<file path="config.mk">
export PLATFORM = sky130hd
export DESIGN_NAME = instr_fetcher
export DESIGN_NICKNAME = d
export VERILOG_FILES = /design/src/rtl/instr_fetcher.sv
export SDC_FILE = /design/constraint.sdc
export NUM_CORES = 1
export LEC_CHECK = 0
export CAP_MARGIN = 15
export CORE_ASPECT_RATIO = 0.75
export CORE_MARGIN = 4
export CORE_UTILIZATION = 50
export CTS_BUF_LIST = sky130_fd_sc_hd__clkbuf_8
export CTS_CLUSTER_SIZE = 20
export DETAILED_ROUTE_END_ITERATION = 10
export HOLD_SLACK_MARGIN = 0.1
export PLACE_DENSITY = 0.86
export SYNTH_ARGS = -nofsm -noshare
export SYNTH_HDL_FRONTEND = slang
export SYNTH_SLANG_ARGS = --single-unit
</file>
<file path="constraint.sdc">
create_clock -name clk -period 2.4 [get_ports clk]
set_input_delay 0.24 -clock clk [delete_from_list [all_inputs] [get_ports clk]]
set_output_delay 0.24 -clock clk [all_outputs]
set_load 0.005 [all_outputs]
</file>
<file path="src/rtl/instr_fetcher.sv">
// Instruction byte fetcher: reads opcode/operand bytes from memory until the external
// decoder reports a complete instruction. Optional next_pc output: INSTR_FETCHER_NEXT_PC_EN.
module instr_fetcher #(
  parameter logic [7:0] INSN_GROUP_NEED_MORE_BYTES = 8'hFF,
  parameter logic [7:0] INSN_GROUP_ILLEGAL_INSTR   = 8'hFE
) (
  input  logic        clk,
  input  logic        reset,
  input  logic        start,
  input  logic [15:0] pc,
  output logic        mem_rd,
  output logic [15:0] mem_addr,
  input  logic [7:0]  mem_data,
  input  logic        mem_valid,
  output logic [31:0] dec_instr,
  output logic [1:0]  dec_op_len,
  input  logic [2:0]  dec_len,
  input  logic [7:0]  dec_group,
`ifdef INSTR_FETCHER_NEXT_PC_EN
  output logic [15:0] next_pc,
`endif
  output logic        busy,
  output logic        done,
  output logic [31:0] instr,
  output logic [2:0]  instr_len,
  output logic [7:0]  group
);

  localparam int unsigned ADDR_W    = 16;
  localparam int unsigned INSTR_W   = 32;
  localparam int unsigned CNT_W     = 3;
  localparam int unsigned MAX_BYTES = 4;

  typedef enum logic [1:0] {S_IDLE, S_FETCH, S_CHECK, S_DONE} state_t;

  state_t              r_state;
  logic [ADDR_W-1:0]   r_base;
  logic [INSTR_W-1:0]  r_buf;
  logic [CNT_W-1:0]    r_count;
  logic [1:0]          r_op_len;
  logic                r_mem_rd;
  logic [ADDR_W-1:0]   r_mem_addr;
  logic                r_busy;
  logic                r_done;
  logic [INSTR_W-1:0]  r_instr;
  logic [CNT_W-1:0]    r_instr_len;
  logic [7:0]          r_group;
  logic [ADDR_W-1:0]   r_next_pc;

  logic                w_need_more;
  logic                w_illegal;
  logic                w_want_byte;
  logic                w_go_done;
  logic [ADDR_W-1:0]   w_fetch_addr;

  // Decision for the CHECK state; an opcode still incomplete after two bytes is illegal.
  assign w_need_more  = (dec_group == INSN_GROUP_NEED_MORE_BYTES);
  assign w_illegal    = w_need_more && (r_op_len == 2'd2);
  assign w_want_byte  = (r_count < dec_len) && (r_count < CNT_W'(MAX_BYTES));
  assign w_go_done    = w_illegal || (!w_need_more && !w_want_byte);
  assign w_fetch_addr = r_base + ADDR_W'(r_count);

  always_ff @(posedge clk) begin
    if (reset) begin
      r_state     <= S_IDLE;
      r_base      <= '0;
      r_buf       <= '0;
      r_count     <= '0;
      r_op_len    <= '0;
      r_mem_rd    <= 1'b0;
      r_mem_addr  <= '0;
      r_busy      <= 1'b0;
      r_done      <= 1'b0;
      r_instr     <= '0;
      r_instr_len <= '0;
      r_group     <= '0;
      r_next_pc   <= '0;
    end else begin
      case (r_state)
        S_IDLE: begin
          r_done <= 1'b0;
          if (start) begin
            r_base     <= pc;
            r_buf      <= '0;
            r_count    <= '0;
            r_op_len   <= '0;
            r_mem_rd   <= 1'b1;
            r_mem_addr <= pc;
            r_busy     <= 1'b1;
            r_state    <= S_FETCH;
          end
        end
        S_FETCH: begin
          if (mem_valid) begin
            r_buf[{r_count[1:0], 3'b000} +: 8] <= mem_data;
            r_count  <= r_count + CNT_W'(1);
            r_mem_rd <= 1'b0;
            r_state  <= S_CHECK;
          end
        end
        S_CHECK: begin
          if (w_go_done) begin
            r_instr     <= r_buf;
            r_instr_len <= r_count;
            r_group     <= w_illegal ? INSN_GROUP_ILLEGAL_INSTR : dec_group;
            r_next_pc   <= w_fetch_addr;
            r_busy      <= 1'b0;
            r_done      <= 1'b1;
            r_state     <= S_DONE;
          end else if (w_need_more && (CNT_W'(r_op_len) < r_count)) begin
            r_op_len <= r_op_len + 2'd1;
          end else begin
            // Either the decoder needs the next opcode byte or operands remain.
            r_mem_rd   <= 1'b1;
            r_mem_addr <= w_fetch_addr;
            r_state    <= S_FETCH;
          end
        end
        S_DONE: begin
          r_done  <= 1'b0;
          r_state <= S_IDLE;
        end
        default: r_state <= S_IDLE;
      endcase
    end
  end

  assign mem_rd     = r_mem_rd;
  assign mem_addr   = r_mem_addr;
  assign dec_instr  = r_buf;
  assign dec_op_len = r_op_len;
  assign busy       = r_busy;
  assign done       = r_done;
  assign instr      = r_instr;
  assign instr_len  = r_instr_len;
  assign group      = r_group;
`ifdef INSTR_FETCHER_NEXT_PC_EN
  assign next_pc    = r_next_pc;
`else
  logic w_unused_next_pc;
  assign w_unused_next_pc = ^r_next_pc;
`endif

endmodule

</file>
==> summary.txt, run 1 <==
Logic synthesis
  – Avg Synthesized Cell Area: 9.15 um^2
  – Simple-gate share of the synthesized area: around 18%
  – Post-synth ARST share: 0%
  – Number of distinct library cells after synthesis: 57
  – Syn. warnings: 0
  – Yosys top cell area share: roughly 46%
  – Compound-Gate Fraction of Synth Area: about 17%
  – Synth top area cells: dfxtp_1, mux2i_1, nor2_1
  – Cell Area, Synth: just over 0.005 mm^2
  – Multiplexer share of the synthesized area: about 9.9%
  – Area leader, netlist: dfxtp_1
  – Synthesized Nets: 613
  – Syn Inst Count: 558
  – Post-synth EDFFs: 0
  – Main combinational cell family by area after synthesis: simple AND/OR/NAND/NOR gates
  – Ys flop type: dfxtp_1
  – Post-synthesis sequential area ratio: around 46%
  – #FFs+latches synth: 117
  – XOR/XNOR Fraction of Synth Area: under 10%
  – Adder-cell area share of the yosys netlist: approximately 4%

CTS
  – Hold buffer count at CTS: 0
  – Clock slew at reported path FFs: approximately 0.080 ns
  – Post-CTS sizing: 0
  – TritonCTS clock tree: done
  – Setup Buffers After CTS: 0
  – CTS Buffer Depth: 2
  – Root buffer cell: clkbuf_8
  – Worst skew pair latency: ~0.45 ns
  – CTS sink count: 117
  – CTS Buf Count: 17
  – Htree depth: 4

Detailed routing
  – Routed vias: a little under 5000
  – First-pass DRT Iterations: 6
  – Final wirelength: 14.7 mm
  – DRT antenna net count: 0
  – DRC viols: 0
  – Initial drt markers: slightly below 400
  – Routed WL per cell: ~17 um
  – Drt via density: roughly 5.7

Placement
  – Place WS: -0.0947 ns
  – # port buffers: between 100 and 150
  – RD Place Congestion: about 0.9
  – Placed Area: 0.00668 mm^2
  – HPWL after DPL: 10.5 mm

STA
  – Relative slew margins: between 50 and 60%
  – Count of pins over their slew limit: 0
  – Setup Skew: approximately 0.013 ns
  – RSZ-0062 raised after global routing: no
  – Actual slew at the worst max-slew pin: 0.716 ns
  – Final setup fails: 0
  – Min setup slack post-route: about 0.13 ns
  – Tightest hold margin: approximately 0.19 ns
  – Fmax: about 440 MHz
  – Fin crit period: roughly 2.3 ns
  – Period utilization: between 90% and 100%
  – Final hold violations: 0

Worst setup path
  – Worst Setup Start Kind: flop
  – Critical Path Source: r_base[0]$_SDFFE_PP0P_
  – Buf/Inv on CP: 1
  – CP delay by family, top: compound AO/OA/AOI/OAI gates
  – Req. time, crit path: around 2.8 ns
  – Slowest cell delay on critical path: between 0.4 and 0.5 ns
  – CP Max Fanout: 6
  – FF-to-FF Start: r_base[0]$_SDFFE_PP0P_
  – Crit-path slowest cell: a2111oi_0
  – Crit. End Element: flop
  – Crit-path cells: ha_1 -> fa_1 -> a21oi_1 -> buf_4 -> nor3b_1 -> xnor2_1 -> a2111oi_0 -> a31o_2
  – Worst EP arrival: about 2.7 ns
  – Critical path type: reg -> reg

Power
  – NetSw: 1740 uW
  – Net Sw Frac: between 30% and 40%
  – Combinational cell fraction of total power: between 20% and 30%
  – Flop pwr share: 40.9%
  – Pwr Density: roughly 760 mW/mm^2
  – Internal power: between 3000 and 4000 uW
  – Clock power frac: roughly a third
  – Maximum vdd drop: about 0.5 mV
  – Total design power: ~5400 uW
  – Cell leakage power: between 0.002 and 0.003 uW

Die
  – # rows: 31
  – Ports: approximately 140
  – Core ar.: about 0.0098 mm^2
  – Die area: around 0.012 mm^2
  – Chip width: 125 um
  – Initial Util: between 50% and 60%
  – Vert. Die Dim: approximately 95 um

Global routing
  – Largest net degree at the start of global routing: 65
  – GRT Overall Usage: between 20% and 30%
  – Global route overflow: 0
  – First-pass GRT wire length: between 20 and 25 mm
  – Vias in the first global route: around 4700
  – Antenna violations before repair: 0

Worst hold path
  – Hold Crit Start: reset
  – Hold Path Class: in -> reg

Flow run
  – Max_cap viols: 0

Cells and area
  – Fill count: ~690
  – Final Net Count: 758
  – Ant diodes: 0
  – Reg area: ~0.0023 mm^2
  – Multi-input logic area: around 0.0026 mm^2
  – Area growth, synth to finish: 39.0%
  – Design Area, Final: roughly 0.0071 mm^2
  – Ratio of cells with drive above 1 in the final layout: a little over a tenth

Run status
  – Outcome: completed
## final timing paths
check             cells after the start                        to  slack [ns]
setup / recovery                      8  mem_addr[6]$_SDFFE_PP0P_        0.13
hold reg to reg                       2  mem_addr[2]$_SDFFE_PP0P_        0.46
setup reg to reg                      8  mem_addr[6]$_SDFFE_PP0P_        0.13
hold / removal                        2    r_base[4]$_SDFFE_PP0P_        0.19
## layout by cell type (no fill, tap or decap), drive strengths merged, types with 7 or more instances in the layout
cell           instances
nor3                   7
clkinv                 9
o21ai                 20
ha                    15
a211oi                 7
inv                   12
a21oi                 44
xnor2                 12
clkbuf                18
clkdlybuf4s50        133
dfxtp                117
nand3                 14
buf                   25
a22oi                 24
nor2                  83
nand4                 10
nand2                 57
mux2i                 47
## power by group through the flow
| stage | combinational [uW] | clock (uW) | sequential (uW) |
|---|---|---|---|
| final | 1380 | 1830 | 2220 |
| after global routing | 1500 | 1930 | 2240 |
| after CTS | 1360 | 1830 | 2220 |
| after detailed placement | 1350 | 0 | 2260 |
| after global placement | 1310 | 0 | 2250 |
| after floorplan | 729 | 0 | 2250 |
## area by class of cell
class,instances,share of cell area [%]
repair buffers,158,21.9
flip-flops and latches,117,33.1
clock inverters,14,2.15
multi-input cells,399,36.5
well taps,132,2.33
clock buffers,18,3.49
inverters,10,0.529
## metal layers
| layer | GRT usage, % | share of wire, % | up-vias | wire length (um) |
|---|---|---|---|---|
| met2 | 38.3 | 46 | 209 | 6730 |
| met1 | 31.2 | 44 | 2293 | 6510 |
| met5 | 0 | 0 | - | 0 |
| li1 | - | - | 2276 | - |
| met3 | 8.01 | 8.0 | 24 | 1170 |
| met4 | 10.3 | 1.9 | 0 | 286 |
## metrics by stage
stage | utilization (%) | cells | setup TNS, ns
finish | 72.3 | 848 | 0
global route | 72.3 | 848 | 0
CTS | 72.2 | 848 | 0
detailed placement | 68.1 | 816 | -2.15
global placement | 68.1 | 816 | 0
floorplan | - | 558 | 0
## logic make-up after synthesis
| kind of cell | after synthesis |
|---|---|
| flip-flops | 117 |
| adder cells (fa/ha/maj) | 16 |
| buffers and inverters | 42 |
| AO/OA/AOI/OAI | 126 |
| AND/OR/NAND/NOR | 195 |
| XOR/XNOR | 12 |
| multiplexers | 50 |
## registers in the layout, indices dropped and copies added, names as in the netlist
register,flops
busy,1
dec_instr,32
dec_op_len,2
done,1
group,8
instr,32
instr_len,3
mem_addr,16
mem_rd,1
r_base,16
r_count,3
r_state,2
## worst register-to-register path, delay by kind of cell (launching register included)
| kind | cells | cell delay (ns) |
|---|---|---|
| XOR/XNOR | 1 | 0.13 |
| AND/OR/NAND/NOR | 1 | 0.07 |
| AO/OA/AOI/OAI | 3 | 0.82 |
| flip-flops | 1 | 0.32 |
| adder cells (fa/ha/maj) | 2 | 0.71 |
| buffers and inverters | 1 | 0.18 |
## synth_stat cells (5+ instances only)
master and number:
a211oi_1 6, a21oi_1 44, a22oi_1 24, buf_2 5
clkbuf_1 21, dfxtp_1 117, ha_1 15, inv_1 9
mux2i_1 47, nand2_1 57, nand2b_1 5, nand3_1 13
nand4_1 9, nor2_1 83, nor3_1 5, o21ai_0 17
xnor2_1 12
(Power assumes the default switching activity.)
==> run 2: changes to the inputs <==
--- a/config.mk
+++ b/config.mk
@@ -6,7 +6,6 @@
 export NUM_CORES = 1
 export LEC_CHECK = 0
 export CAP_MARGIN = 15
-export CORE_ASPECT_RATIO = 0.75
 export CORE_MARGIN = 4
 export CORE_UTILIZATION = 50
 export CTS_BUF_LIST = sky130_fd_sc_hd__clkbuf_8
==> summary.txt, run 2 (synthesis gave the netlist of run 1 again) <==
Run status
  – Outcome: completed (unchanged)

CTS
  – Worst skew pair latency: 0.43 ns (was 0.45 ns)
  – CTS Buf Count: 17 (unchanged)
  – Root buffer cell: clkbuf_8 (unchanged)
  – TritonCTS clock tree: done (unchanged)
  – Setup Buffers After CTS: 0 (unchanged)
  – Clock slew at reported path FFs: 0.08 ns (about the same)
  – Hold buffer count at CTS: 0 (unchanged)
  – CTS sink count: 117 (unchanged)
  – Htree depth: 4 (unchanged)
  – CTS Buffer Depth: 2 (unchanged)

Global routing
  – Antenna violations before repair: 0 (unchanged)
  – GRT Overall Usage: 24.7% (was 24.4%)
  – Global route overflow: 0 (unchanged)
  – Vias in the first global route: 4686 (was 4653)
  – First-pass GRT wire length: 23.0 mm (was 23.3 mm)
  – Largest net degree at the start of global routing: 63 (was 65)

Die
  – Core ar.: 0.00986 mm^2 (was 0.00981 mm^2)
  – Die area: 0.0119 mm^2 (about the same)
  – Ports: 135 (unchanged)
  – Initial Util: 51.7% (was 52.0%)
  – # rows: 36 (was 31)
  – Vert. Die Dim: 109 um (was 95.5 um)
  – Chip width: 109 um (was 125 um)

Detailed routing
  – Routed WL per cell: 17.3 um (about the same)
  – Routed vias: 4860 (was 4802)
  – DRC viols: 0 (unchanged)
  – Initial drt markers: 270 (was 388)
  – DRT antenna net count: 0 (unchanged)
  – First-pass DRT Iterations: 6 (unchanged)
  – Final wirelength: 14.7 mm (about the same)
  – Drt via density: 5.72 (was 5.66)

Cells and area
  – Area growth, synth to finish: 39.6% (was 39.0%)
  – Fill count: 685 (was 689)
  – Ant diodes: 0 (unchanged)
  – Final Net Count: 758 (unchanged)
  – Commonest non-fill, non-tap cell in the layout: clkdlybuf4s50_1 (unchanged)
  – Final cell count without fillers: 849 (was 848)
  – Commonest non-fill, non-tap cells in the layout: clkdlybuf4s50_1, dfxtp_1, nor2_1, nand2_1, mux2i_1 (unchanged)
  – Final core utilization: 72.2% (was 72.3%)
  – Ratio of cells with drive above 1 in the final layout: 10.8% (was 10.9%)

Power
  – NetSw: 1710 uW (was 1740 uW)
  – Combinational cell fraction of total power: 24.5% (was 25.4%)
  – Cell leakage power: 0.00285 uW (about the same)
  – Net Sw Frac: 30.6% (was 32.0%)
  – Flop pwr share: 39.7% (was 40.9%)
  – Total design power: 5590 uW (was 5420 uW)
  – Maximum vdd drop: 0.490 mV (was 0.505 mV)
  – Clock power frac: 35.8% (was 33.7%)
  – Pwr Density: 785 mW/mm^2 (was 765 mW/mm^2)
  – Internal power: 3880 uW (was 3690 uW)

Worst setup path
  – Slowest cell delay on critical path: 0.52 ns (was 0.47 ns)
  – Req. time, crit path: 2.78 ns (was 2.80 ns)
  – R2R Setup Slk: 0.18 ns (was 0.13 ns)
  – Crit-path slowest cell: a2111oi_0 (unchanged)
  – Critical path type: reg -> reg (unchanged)
  – FF-to-FF Start: r_count[1]$_SDFFE_PP0P_ (was r_base[0]$_SDFFE_PP0P_)
  – Reg2reg end: mem_addr[11]$_SDFFE_PP0P_ (was mem_addr[6]$_SDFFE_PP0P_)
  – Worst Setup Start Kind: flop (unchanged)
  – Crit. End Element: flop (unchanged)
  – Worst EP arrival: 2.60 ns (was 2.66 ns)
  – Crit-path cells: buf_4 -> ha_1 -> a211oi_2 -> nor4_1 -> xnor2_1 -> a2111oi_0 -> a31o_1 (was ha_1 -> fa_1 -> a21oi_1 -> buf_4 -> nor3b_1 -> xnor2_1 -> a2111oi_0 -> a31o_2)
  – Worst r2r path cells: 7 (was 8)
  – CP Max Fanout: 7 (was 6)

STA
  – Actual slew at the worst max-slew pin: 0.663 ns (was 0.716 ns)
  – RSZ-0062 raised after global routing: no (unchanged)
  – Count of pins over their slew limit: 0 (unchanged)
  – Period utilization: 92.4% (was 94.5%)
  – Tightest hold margin: 0.384 ns (was 0.190 ns)
  – Fin crit period: 2.22 ns (was 2.27 ns)
  – Final setup fails: 0 (unchanged)
  – Final hold violations: 0 (unchanged)
  – Setup Skew: 0.0163 ns (was 0.0129 ns)
  – Min setup slack post-route: 0.182 ns (was 0.132 ns)
  – Relative slew margins: 55.8% (was 52.2%)
  – Fmax: 451 MHz (was 441 MHz)

Placement
  – RD Place Congestion: 0.851 (was 0.922)
  – Place WS: -0.229 ns (was -0.0947 ns)
  – # port buffers: 134 (unchanged)
  – Dpl cells: 817 (was 816)
  – HPWL after DPL: 10.2 mm (was 10.5 mm)

Worst hold path
  – Hold Crit Start: pc[6] (was reset)
  – Hold Path End: r_base[6]$_SDFFE_PP0P_ (was r_base[4]$_SDFFE_PP0P_)
  – Hold Path Class: in -> reg (unchanged)
  – Hold Path Stages: 3 (was 2)

Flow run
  – Max_cap viols: 0 (unchanged)
## run 2: cell types whose count changed in the layout (fill, tap and decap cells not counted), moves of 2 or more
cell        change
a2111oi_0       -2
clkinvlp_4      +2
bufinv_16       +2
clkinv_2        -2
a2111oi_1       +2
## run 2: critical path, delay by kind of cell, from the launching register on
kind | cells | cell delay [ns]
compound gates | 3 | 0.80
simple gates | 1 | 0.46
xor+xnor | 1 | 0.15
flops | 1 | 0.31
buf+inv | 1 | 0.17
fa+ha+maj | 1 | 0.29
## run 2: worst max path at each step
stage	start	to	slack (ns)	depth (start not counted)
after floorplan	r_count[0]$_SDFFE_PP0P_	mem_addr[6]$_SDFFE_PP0P_	0.22	7
after global placement	dec_len[2]	mem_addr[6]$_SDFFE_PP0P_	-0.11	8
after detailed placement	dec_len[2]	mem_addr[5]$_SDFFE_PP0P_	-0.23	8
after CTS	r_count[2]$_SDFFE_PP0P_	mem_addr[6]$_SDFFE_PP0P_	0.09	6
after global routing	r_base[0]$_SDFFE_PP0P_	mem_addr[6]$_SDFFE_PP0P_	0.03	8
final	r_count[1]$_SDFFE_PP0P_	mem_addr[11]$_SDFFE_PP0P_	0.18	7
## run 2: area by class of cell
| class | count | area, um^2 | share of cell area [%] |
|---|---|---|---|
| Timing Repair Buffer | 158 | 1540 | 21.7 |
| Inverter | 10 | 37.5 | 0.527 |
| Sequential cell | 117 | 2340 | 32.9 |
| Multi-Input combinational cell | 399 | 2590 | 36.3 |
| Clock inverter | 14 | 200 | 2.81 |
| Clock buffer | 18 | 248 | 3.48 |
| Tap cell | 133 | 166 | 2.33 |
## run 2: repair_timing
item / in CTS / in global routing
setup endpoints to repair: 1 / 17
hold endpoints to repair: 0 / 0
resized for setup: 1 / 3
gates cloned: 0 / 0
## run 2: power by group through the flow
stage | combinational, uW | sequential [uW] | clock [uW]
floorplan | 729 | 2250 | 0
global placement | 1270 | 2250 | 0
detailed placement | 1310 | 2260 | 0
CTS | 1340 | 2220 | 2010
global route | 1480 | 2240 | 2120
finish | 1370 | 2220 | 2000
## run 2: metrics by stage
stage	instance area (um^2)	setup TNS, ns
after detailed placement	6670	-1.51
after global placement	6670	-0.205
after CTS	7120	0
final	7130	0
after floorplan	5100	0
after global routing	7130	0
## run 2: routing by layer
layer  wire [um]  vias to the layer above  track usage, %
met2        7410                      256            42.7
met5           0                        -               0
met3        1190                       34            6.45
met1        5800                     2287            29.4
met4         279                        0            8.93
li1            -                     2283               -
==> run 3: changes to the inputs <==
--- a/config.mk
+++ b/config.mk
@@ -9,10 +9,11 @@
 export CORE_MARGIN = 4
 export CORE_UTILIZATION = 50
 export CTS_BUF_LIST = sky130_fd_sc_hd__clkbuf_8
-export CTS_CLUSTER_SIZE = 20
+export CTS_CLUSTER_SIZE = 30
 export DETAILED_ROUTE_END_ITERATION = 10
 export HOLD_SLACK_MARGIN = 0.1
 export PLACE_DENSITY = 0.86
+export SLEW_MARGIN = 20
 export SYNTH_ARGS = -nofsm -noshare
 export SYNTH_HDL_FRONTEND = slang
 export SYNTH_SLANG_ARGS = --single-unit
==> results of run 3 <==
Same layout as run 2: the final DEF is identical, and so are final timing and power.
